[src/rtl/e_term_pipe_if.sv]
// Frame relay / wire turnaround bundle for the east termination tile.
// The slave modport is the tile side; the master modport drives the frame and wire inputs.
interface e_term_pipe_if #(
  parameter int FRAME_BITS_PER_ROW = 32,
  parameter int MAX_FRAMES_PER_COL = 20,
  parameter int WIRE_COUNT         = 48
);
  logic [FRAME_BITS_PER_ROW-1:0] FrameData;
  logic [MAX_FRAMES_PER_COL-1:0] FrameStrobe;
  logic [FRAME_BITS_PER_ROW-1:0] FrameData_O;
  logic [MAX_FRAMES_PER_COL-1:0] FrameStrobe_O;
  logic [WIRE_COUNT-1:0]         E_in;
  logic [WIRE_COUNT-1:0]         W_out;
  logic [15:0]                   frame_cnt;
  logic                          strobe_err;
  logic                          cfg_busy;

  modport slave (
    input  FrameData, FrameStrobe, E_in,
    output FrameData_O, FrameStrobe_O, W_out, frame_cnt, strobe_err, cfg_busy
  );

  modport master (
    output FrameData, FrameStrobe, E_in,
    input  FrameData_O, FrameStrobe_O, W_out, frame_cnt, strobe_err, cfg_busy
  );
endinterface

[src/rtl/e_term_pipe.sv]
// East termination tile: relays configuration frames through an optional register
// pipeline, turns east wires around to the west, and tracks strobe pulses.
module e_term_pipe #(
  parameter int FRAME_BITS_PER_ROW = 32,
  parameter int MAX_FRAMES_PER_COL = 20,
  parameter int PIPE_STAGES        = 1,
  parameter int WIRE_COUNT         = 48,
  parameter int LOOP_REG           = 1
) (
  input  logic          UserCLK,
  input  logic          Reset,
  output logic          UserCLKo,
  e_term_pipe_if.slave  bus
);

  typedef enum logic {
    IDLE   = 1'b0,
    ACTIVE = 1'b1
  } state_e;

  localparam logic [MAX_FRAMES_PER_COL-1:0] STROBE_ONE = {{(MAX_FRAMES_PER_COL-1){1'b0}}, 1'b1};

  // Clearing the lowest set bit leaves something only when two or more bits were set.
  function automatic logic multi_hot(input logic [MAX_FRAMES_PER_COL-1:0] v);
    return ((v & (v - STROBE_ONE)) != {MAX_FRAMES_PER_COL{1'b0}});
  endfunction

  logic   pipe_nz_s;
  logic   strobe_nz_s;
  state_e state_q, state_d;
  logic [15:0] cnt_q, cnt_d;
  logic   err_q, err_d;
  logic   busy_q, busy_d;

  assign UserCLKo    = UserCLK;
  assign strobe_nz_s = (bus.FrameStrobe != {MAX_FRAMES_PER_COL{1'b0}});

  generate
    if (PIPE_STAGES > 0) begin : g_pipe
      logic [FRAME_BITS_PER_ROW-1:0] data_q   [PIPE_STAGES];
      logic [MAX_FRAMES_PER_COL-1:0] strobe_q [PIPE_STAGES];
      logic                          nz_s;

      // Data and strobe shift together so they stay cycle-aligned.
      always_ff @(posedge UserCLK) begin
        if (Reset) begin
          for (int i = 0; i < PIPE_STAGES; i++) begin
            data_q[i]   <= '0;
            strobe_q[i] <= '0;
          end
        end else begin
          data_q[0]   <= bus.FrameData;
          strobe_q[0] <= bus.FrameStrobe;
          for (int i = 1; i < PIPE_STAGES; i++) begin
            data_q[i]   <= data_q[i-1];
            strobe_q[i] <= strobe_q[i-1];
          end
        end
      end

      // Any strobe still in flight keeps the tile busy.
      always_comb begin
        nz_s = 1'b0;
        for (int i = 0; i < PIPE_STAGES; i++) begin
          nz_s = nz_s | (|strobe_q[i]);
        end
      end

      assign bus.FrameData_O   = data_q[PIPE_STAGES-1];
      assign bus.FrameStrobe_O = strobe_q[PIPE_STAGES-1];
      assign pipe_nz_s         = nz_s;
    end else begin : g_nopipe
      assign bus.FrameData_O   = bus.FrameData;
      assign bus.FrameStrobe_O = bus.FrameStrobe;
      assign pipe_nz_s         = 1'b0;
    end

    if (LOOP_REG != 0) begin : g_loop_reg
      logic [WIRE_COUNT-1:0] w_q;

      // Registered east-to-west turnaround.
      always_ff @(posedge UserCLK) begin
        if (Reset) begin
          w_q <= '0;
        end else begin
          w_q <= bus.E_in;
        end
      end

      assign bus.W_out = w_q;
    end else begin : g_loop_comb
      assign bus.W_out = bus.E_in;
    end
  endgenerate

  // Pulse FSM on the raw input strobe; counts only IDLE->ACTIVE entries.
  always_comb begin
    state_d = state_q;
    cnt_d   = cnt_q;
    err_d   = err_q;
    busy_d  = 1'b0;
    case (state_q)
      IDLE: begin
        if (strobe_nz_s) begin
          state_d = ACTIVE;
          if (cnt_q != 16'hFFFF) begin
            cnt_d = cnt_q + 16'd1;
          end else begin
            cnt_d = cnt_q;
          end
        end else begin
          state_d = IDLE;
        end
      end
      ACTIVE: begin
        if (strobe_nz_s) begin
          state_d = ACTIVE;
        end else begin
          state_d = IDLE;
        end
      end
      default: begin
        state_d = IDLE;
      end
    endcase
    if (multi_hot(bus.FrameStrobe)) begin
      err_d = 1'b1;
    end else begin
      err_d = err_q;
    end
    busy_d = (state_d == ACTIVE) | pipe_nz_s;
  end

  // State, counter and status registers.
  always_ff @(posedge UserCLK) begin
    if (Reset) begin
      state_q <= IDLE;
      cnt_q   <= 16'h0000;
      err_q   <= 1'b0;
      busy_q  <= 1'b0;
    end else begin
      state_q <= state_d;
      cnt_q   <= cnt_d;
      err_q   <= err_d;
      busy_q  <= busy_d;
    end
  end

  assign bus.frame_cnt  = cnt_q;
  assign bus.strobe_err = err_q;
  assign bus.cfg_busy   = busy_q;

endmodule

[src/flat_wrapper.sv]
// flat-port wrapper written by rule: the top's interface ports become plain ports
module e_term_pipe_flat 
#(
  parameter int FRAME_BITS_PER_ROW = 32,
  parameter int MAX_FRAMES_PER_COL = 20,
  parameter int PIPE_STAGES        = 1,
  parameter int WIRE_COUNT         = 48,
  parameter int LOOP_REG           = 1
)
  (UserCLK, Reset, UserCLKo, bus_FrameData, bus_FrameStrobe, bus_E_in, bus_FrameData_O, bus_FrameStrobe_O, bus_W_out, bus_frame_cnt, bus_strobe_err, bus_cfg_busy);
  e_term_pipe_if #(.FRAME_BITS_PER_ROW(FRAME_BITS_PER_ROW), .MAX_FRAMES_PER_COL(MAX_FRAMES_PER_COL), .WIRE_COUNT(WIRE_COUNT)) bus_i ();
  input  logic UserCLK;
  input  logic Reset;
  output logic UserCLKo;
  input wire logic [$bits(bus_i.FrameData)-1:0] bus_FrameData;
  input wire logic [$bits(bus_i.FrameStrobe)-1:0] bus_FrameStrobe;
  input wire logic [$bits(bus_i.E_in)-1:0] bus_E_in;
  output wire logic [$bits(bus_i.FrameData_O)-1:0] bus_FrameData_O;
  output wire logic [$bits(bus_i.FrameStrobe_O)-1:0] bus_FrameStrobe_O;
  output wire logic [$bits(bus_i.W_out)-1:0] bus_W_out;
  output wire logic [$bits(bus_i.frame_cnt)-1:0] bus_frame_cnt;
  output wire logic [$bits(bus_i.strobe_err)-1:0] bus_strobe_err;
  output wire logic [$bits(bus_i.cfg_busy)-1:0] bus_cfg_busy;
  assign bus_i.FrameData = bus_FrameData;
  assign bus_i.FrameStrobe = bus_FrameStrobe;
  assign bus_i.E_in = bus_E_in;
  assign bus_FrameData_O = bus_i.FrameData_O;
  assign bus_FrameStrobe_O = bus_i.FrameStrobe_O;
  assign bus_W_out = bus_i.W_out;
  assign bus_frame_cnt = bus_i.frame_cnt;
  assign bus_strobe_err = bus_i.strobe_err;
  assign bus_cfg_busy = bus_i.cfg_busy;
  e_term_pipe #(.FRAME_BITS_PER_ROW(FRAME_BITS_PER_ROW), .MAX_FRAMES_PER_COL(MAX_FRAMES_PER_COL), .PIPE_STAGES(PIPE_STAGES), .WIRE_COUNT(WIRE_COUNT), .LOOP_REG(LOOP_REG)) u_core (.UserCLK(UserCLK), .Reset(Reset), .UserCLKo(UserCLKo), .bus(bus_i));
endmodule
[config.mk]
export PLATFORM = sky130hd
export DESIGN_NAME = e_term_pipe_flat
export DESIGN_NICKNAME = d
export VERILOG_FILES = /design/src/rtl/e_term_pipe_if.sv /design/src/rtl/e_term_pipe.sv /design/src/flat_wrapper.sv
export SDC_FILE = /design/constraint.sdc
export NUM_CORES = 1
export LEC_CHECK = 0
export ABC_AREA = 1
export ABC_CLOCK_PERIOD_IN_PS = 2700
export CORE_ASPECT_RATIO = 0.7
export CORE_MARGIN = 2
export CORE_UTILIZATION = 25
export DETAILED_ROUTE_END_ITERATION = 7
export PLACE_DENSITY = 0.59
export SLEW_MARGIN = 25
export SYNTH_ARGS = -nofsm -noshare
export SYNTH_HDL_FRONTEND = slang
export SYNTH_SLANG_ARGS = --single-unit
export TNS_END_PERCENT = 10
[constraint.sdc]
create_clock -name UserCLK -period 2.7 [get_ports UserCLK]
set_clock_uncertainty 0.1 [all_clocks]
set_input_delay 0.27 -clock UserCLK [delete_from_list [all_inputs] [get_ports UserCLK]]
set_output_delay 0.27 -clock UserCLK [all_outputs]
set_load 0.03 [all_outputs]
* After elaboration in Yosys (flattened, before gate mapping)
Memories as Yosys holds them, arrays and structs flattened.
Cells that the tools add are included.
** Operators by class
- Add/sub/neg operators :: 2
- Eq/ne operators :: 1
- Multiplexer cells :: 8
- Bitwise logic cells :: 3
- Reduce and logical (&&, ||, !) cells :: 6
** Operators with widths (number)
- 20-bit nonzero test :: 2
- 20-bit OR reduction :: 2
- 32-bit two-way mux :: 1
- 32-bit OR reduction :: 1
- 20-bit bitwise AND :: 1
- 20-bit two-way mux :: 1
- 20-bit by 1-bit subtractor with 20-bit output (second input constant) :: 1
- 16-bit by 1-bit adder with 16-bit output (second input constant) :: 1
- 16-bit != test (second input constant) :: 1
- 1-bit two-way mux :: 6
- 3-bit AND reduction :: 1
- 1-bit NOT :: 1
- 1-bit OR :: 1
** Word-level totals
- Flip-flop bits (word level) :: 67
- RAM bits :: 52
- Input port bits :: 102
- Output and inout bits :: 119
- Word-level logic and storage cells :: 27
- Memories :: 2
** Memory list
- u_core.g_pipe.data_q :: words 1, bits a word 32, rd ports 1, clocked after memory_dff 0, write ports 1, line e_term_pipe.sv:40 : logic [FRAME_BITS_PER_ROW-1:0] data_q [PIPE_STAGES];
- u_core.g_pipe.strobe_q :: words 1, bits a word 20, rd ports 1, clocked after memory_dff 0, write ports 1, line e_term_pipe.sv:41 : logic [MAX_FRAMES_PER_COL-1:0] strobe_q [PIPE_STAGES];

* Logic depth before layout (Yosys ltp)
Gate-level depths: netlist (run 1).
- Word-level depth :: 3
- Mapped depth :: 11
- Depth with buffers taken out :: 10

==> results.cfg, run 1 <==
[finish]
syn_to_final_growth_pct = 73.2
antennaDiodeCount = 0
nets = 885
post_route_cells_drive_above_1_share = 0.0642

[floorplan]
die_width_um = 160
io-pin-count = 221
design.die.area_mm2 = 0.0180
core_mm2 = 0.0164
rows = 39
chipHeight_um = 113
starting_density_of_the_core = 0.257

[power_and_ir_drop]
fin_total_pwr_w = 0.00505
worst_ir_drop_vdd_mv = 0.358
cellPowerDensity_mw_per_mm2 = 688
power_leakage_nw = 3.25

[flow_run]
cap_viol_max_count = 0

[placement]
port-buffer-count = 220
half_perimeter_wire_length_after_placement_um = 9290
preCtsSetupSlack_ps = 416
place_congestion = 0.885

[critical_path]
type_of_destination_of_the_critical_path = output pin
critPathKind = clk -> out
cp.required_ps = 2330
worstReg2RegStart = u_core.bus.frame_cnt[1]
arrival_ps = 2180
startpoint_type = clock port
ff2ff_path_depth = 10
launch_point_of_the_critical_path = UserCLK
critPathMaxFanout = 2

[timing]
tightestPinTransition_ps = 609
slew_viol_final = 0
unrepaired_setup_endpoints_after_global_routing = no
final_critical_path_setup_slack_ps = 151
totalNegativeSetupSlack_ps = 0
final-setup-viol-count = 0
hold_viol_final = 0
headroom_to_the_max_slew_limit = 0.594

[yosys]
post_synth_mux_area_share = 0
synth_adder_area_share = 0.00296
number_of_flops_mapped_to_enable_cells_by_yosys = 0
synth_top_family_by_area = simple AND/OR/NAND/NOR gates
postSynthNetCount = 656
synth_xor_area_frac = 0.0290
yosysWarnings = 0
post_synth.cell_area_avg_um2 = 7.66
ys_seq_elements = 119
synth.cells.most_frequent = 140 x sky130_fd_sc_hd__nor2_1, 119 x sky130_fd_sc_hd__dfxtp_1, 116 x sky130_fd_sc_hd__inv_1
synthTopCellsByArea = sky130_fd_sc_hd__dfxtp_1 56%, sky130_fd_sc_hd__nor2_1 12%, sky130_fd_sc_hd__inv_1 10%, sky130_fd_sc_hd__nand2_1 7.7%, sky130_fd_sc_hd__xor2_1 1.9%
synth.yosys.seq_area_share = 0.563
synth_compound_area_frac = 0.0334
yosys.area_share.simple = 0.249
postSynth.asyncResetShare = 0
synth.top_cell.area_share = 0.563
netlist_area_mm2 = 0.00423
synth.most_common_cell = sky130_fd_sc_hd__nor2_1
yosysTopAreaCell = sky130_fd_sc_hd__dfxtp_1
post_synth_inst_count = 553
synthFlopType = sky130_fd_sc_hd__dfxtp_1
synthDistinctLibCells = 27

[global_route]
global_route.overflow_total = 0
initial_antenna_violation_count = 0
grt_pass1_vias = 4004
grt_start_max_net_pins = 53
grt_usage = 0.143
grt_pass1_wl_um = 20100

[routing]
antenna_violating_nets_post_route = 0
drcViolationCount = 0
initialDrtViolationCount = 189
vias = 3962
via_per_inst = 3.88
drt_first_pass_iters = 4
wirelength_um = 12400
post_drt_wl_per_cell_um = 12.2

[outcome]
run_status = complete, no violations

[cts]
cts-resized-gates = 0
cts_setup_buffers = 0
post_cts_hold_buffer_count = 0
insertion_delay_ps = 520
path_clk_slew_ps = 60
tritoncts_clock_tree = built

[hold_path]
hold_depth = 2
holdCritStartpoint = Reset
holdCritPathClass = in -> reg
==> critical path, stage by stage <==
cell and delay, ps:
sky130_fd_sc_hd__clkbuf_16 120, sky130_fd_sc_hd__clkbuf_16 130, sky130_fd_sc_hd__clkdlybuf4s50_1 580
==> where the power goes <==
group / internal, W / switching (W)
Combinational: 0.000311 / 0.000340
Clock: 0.00161 / 0.000916
Sequential: 0.00184 / 0.0000285
==> final timing paths <==
check / slack [ps] / endpoint
setup / recovery: 150 / UserCLKo
hold / removal: 140 / u_core.bus.W_out[26]
setup reg to reg: 660 / u_core.bus.frame_cnt[15]
hold reg to reg: 420 / u_core.bus.frame_cnt[7]
==> cells by family after synthesis <==
kind of cell | Yosys count
fa+ha+maj | 1
simple gates | 260
flops | 119
compound gates | 26
xor+xnor | 14
buf+inv | 133
==> flip-flops by register name, summed over array words and instances (netlist names) <==
name                    flops
u_core.bus.frame_cnt       16
u_core.g_pipe.data_q       32
u_core.bus.cfg_busy         1
u_core.bus.strobe_err       1
u_core.state_q              1
u_core.g_pipe.strobe_q     20
u_core.bus.W_out           48
==> metrics by stage <==
step,hold slack (ps),instances,area (um2),util
2_1_floorplan,277,553,4230,-
3_3_place_gp,407,985,6670,0.405
5_1_grt,142,1020,7330,0.446
3_5_place_dp,406,985,6670,0.405
4_1_cts,124,1020,7330,0.446
6_report,139,1020,7330,0.446
==> metal layers <==
metal  GRT usage  part of all wire  vias up
li1            -                 -     2063
met1       0.185              0.47     1700
met2       0.193              0.39      188
met3      0.0843              0.13       11
met4      0.0588             0.011        0
met5           0                 0        -
==> layout by cell type, fill, tap and decap left out, drive strengths merged <==
| cell | Yosys | routed |
|---|---|---|
| nand4 | 2 | 2 |
| dfxtp | 119 | 119 |
| clkdlybuf4s50 | 0 | 219 |
| nor3b | 1 | 1 |
| xnor2 | 5 | 5 |
| bufinv | 0 | 2 |
| nand3 | 14 | 14 |
| nor4 | 4 | 4 |
| or4 | 1 | 1 |
| ha | 1 | 1 |
| o21ai | 8 | 8 |
| inv | 117 | 121 |
| clkinv | 0 | 5 |
| buf | 6 | 4 |
| nand2 | 89 | 89 |
| nor2 | 145 | 145 |
| a21oi | 18 | 18 |
| clkinvlp | 0 | 2 |
| clkbuf | 10 | 22 |
| nor3 | 4 | 4 |
| xor2 | 9 | 9 |
==> cell type report <==
type,count,area [um2]
Clock buffer,23,528
Clock inverter,13,146
Fill cell,1640,9110
Inverter,117,439
Multi-Input combinational cell,301,1330
Sequential cell,119,2380
Tap cell,225,282
Timing Repair Buffer,222,2220
Power figures use the tool's default switching activity.
==> run 2, diff against run 1 <==
--- a/config.mk
+++ b/config.mk
@@ -6,7 +6,7 @@
 export NUM_CORES = 1
 export LEC_CHECK = 0
 export ABC_AREA = 1
-export ABC_CLOCK_PERIOD_IN_PS = 2700
+export ABC_CLOCK_PERIOD_IN_PS = 2400
 export CORE_ASPECT_RATIO = 0.7
 export CORE_MARGIN = 2
 export CORE_UTILIZATION = 25
==> constraint.sdc (replaced) <==
create_clock -name UserCLK -period 2.4 [get_ports UserCLK]
set_clock_uncertainty 0.1 [all_clocks]
set_input_delay 0.24 -clock UserCLK [delete_from_list [all_inputs] [get_ports UserCLK]]
set_output_delay 0.24 -clock UserCLK [all_outputs]
set_load 0.03 [all_outputs]
==> results.cfg, run 2 (synthesis results as in run 1) <==
[cts]
path_clk_slew_ps = 60
post_cts_hold_buffer_count = 0
cts_setup_buffers = 0
tritoncts_clock_tree = built
insertion_delay_ps = 520
cts-resized-gates = 0

[critical_path]
cp_top_family = buffers and inverters
type_of_destination_of_the_critical_path = output pin
crit_buf_inv = 3
cp_common_cell = sky130_fd_sc_hd__clkbuf_16
critPathKind = clk -> out
crit_path_top_delay_cell = sky130_fd_sc_hd__clkdlybuf4s50_1
startpoint_type = clock port
cp_cell_sequence = clkbuf_16, clkbuf_16, clkdlybuf4s50_1
arrival_ps = 2030
max_stage_delay_ps = 580
cp.required_ps = 2060
critPathMaxFanout = 2

[global_route]
global_route.overflow_total = 0
grt_usage = 0.138
grt_pass1_wl_um = 19300
grt_pass1_vias = 3841
initial_antenna_violation_count = 0
grt_start_max_net_pins = 52

[power_and_ir_drop]
cellPowerDensity_mw_per_mm2 = 793
fin_total_pwr_w = 0.00584
worst_ir_drop_vdd_mv = 0.404
power_leakage_nw = 3.27

[placement]
placement.cell_area_mm2 = 0.00667
half_perimeter_wire_length_after_placement_um = 9130
port-buffer-count = 220
place_congestion = 0.887
dp.cells = 985

[finish]
number_of_flip_flops_in_the_largest_register = 48
most-common-layout-cells = 219 x sky130_fd_sc_hd__clkdlybuf4s50_1, 140 x sky130_fd_sc_hd__nor2_1, 119 x sky130_fd_sc_hd__dfxtp_1, 116 x sky130_fd_sc_hd__inv_1, 87 x sky130_fd_sc_hd__nand2_1
layout.cells.most_common = sky130_fd_sc_hd__clkdlybuf4s50_1
antennaDiodeCount = 0
post_route_cells_drive_above_1_share = 0.0642
nets = 885
stdcell_count = 1019
syn_to_final_growth_pct = 74.0
finalInstanceArea_mm2 = 0.00737
filler_cell_count = 1599

[routing]
post_drt_wl_per_cell_um = 11.9
drt_first_pass_iters = 4
antenna_violating_nets_post_route = 0
drcViolationCount = 0
initialDrtViolationCount = 224
via_per_inst = 3.89
wirelength_um = 12100
vias = 3960

[timing]
worst_hold_slack_ps = 52.5
totalNegativeSetupSlack_ps = 0
hold_viol_final = 0
slew_viol_final = 0
unrepaired_setup_endpoints_after_global_routing = no
headroom_to_the_max_slew_limit = 0.677
final-setup-viol-count = 0
tightestPinTransition_ps = 485

[hold_path]
holdCritPathClass = in -> reg

[floorplan]
rows = 39
design.die.area_mm2 = 0.0180
starting_density_of_the_core = 0.257
die_width_um = 160
io-pin-count = 221
chipHeight_um = 113
core_mm2 = 0.0164

[flow_run]
cap_viol_max_count = 0

[outcome]
run_status = complete, no violations
[run 2: worst paths after layout]
path | end | slack [ps] | cells after the start | start
worst min register to register | u_core.bus.frame_cnt[7] | 420 | 2 | u_core.bus.frame_cnt[7]
worst max-delay path | UserCLKo | 30 | 3 | UserCLK
worst min-delay path | u_core.bus.W_out[21] | 50 | 2 | Reset
worst max register to register | u_core.bus.frame_cnt[0] | 420 | 10 | u_core.bus.frame_cnt[1]
[run 2: power breakdown]
group,leakage [nW],internal [W],switching (W)
Sequential,0.988,0.00207,0.0000309
Clock,0.349,0.00198,0.00103
Combinational,1.94,0.000350,0.000381
[run 2: area by class of cell]
class,instances,area (um2),area share
clock buffers,21,510,0.0693
clock inverters,14,200,0.0272
inverters,117,439,0.0596
multi-input cells,301,1330,0.181
flip-flops and latches,119,2380,0.323
well taps,225,282,0.0382
repair buffers,222,2220,0.302
[run 2: routing by layer]
metal  GRT usage  up-vias  share of wire
li1            -     2078              -
met1       0.169     1688           0.45
met2       0.189      182           0.39
met3      0.0887       12           0.14
met4      0.0630        0          0.018
met5           0        -              0
[run 2: through the flow]
| stage | setup WS [ps] | utilization |
|---|---|---|
| finish | 28.5 | 0.448 |
| global route | 19.3 | 0.448 |
| CTS | 22.4 | 0.448 |
| detailed placement | 191 | 0.405 |
| global placement | 260 | 0.405 |
| floorplan | 468 | - |
==> run 3, diff against run 2 <==
--- a/config.mk
+++ b/config.mk
@@ -10,6 +10,7 @@
 export CORE_ASPECT_RATIO = 0.7
 export CORE_MARGIN = 2
 export CORE_UTILIZATION = 25
+export CTS_CLUSTER_SIZE = 10
 export DETAILED_ROUTE_END_ITERATION = 7
 export PLACE_DENSITY = 0.59
 export SLEW_MARGIN = 25
==> results of run 3 <==
The final DEF is identical to that of run 2; final timing and power are the same.
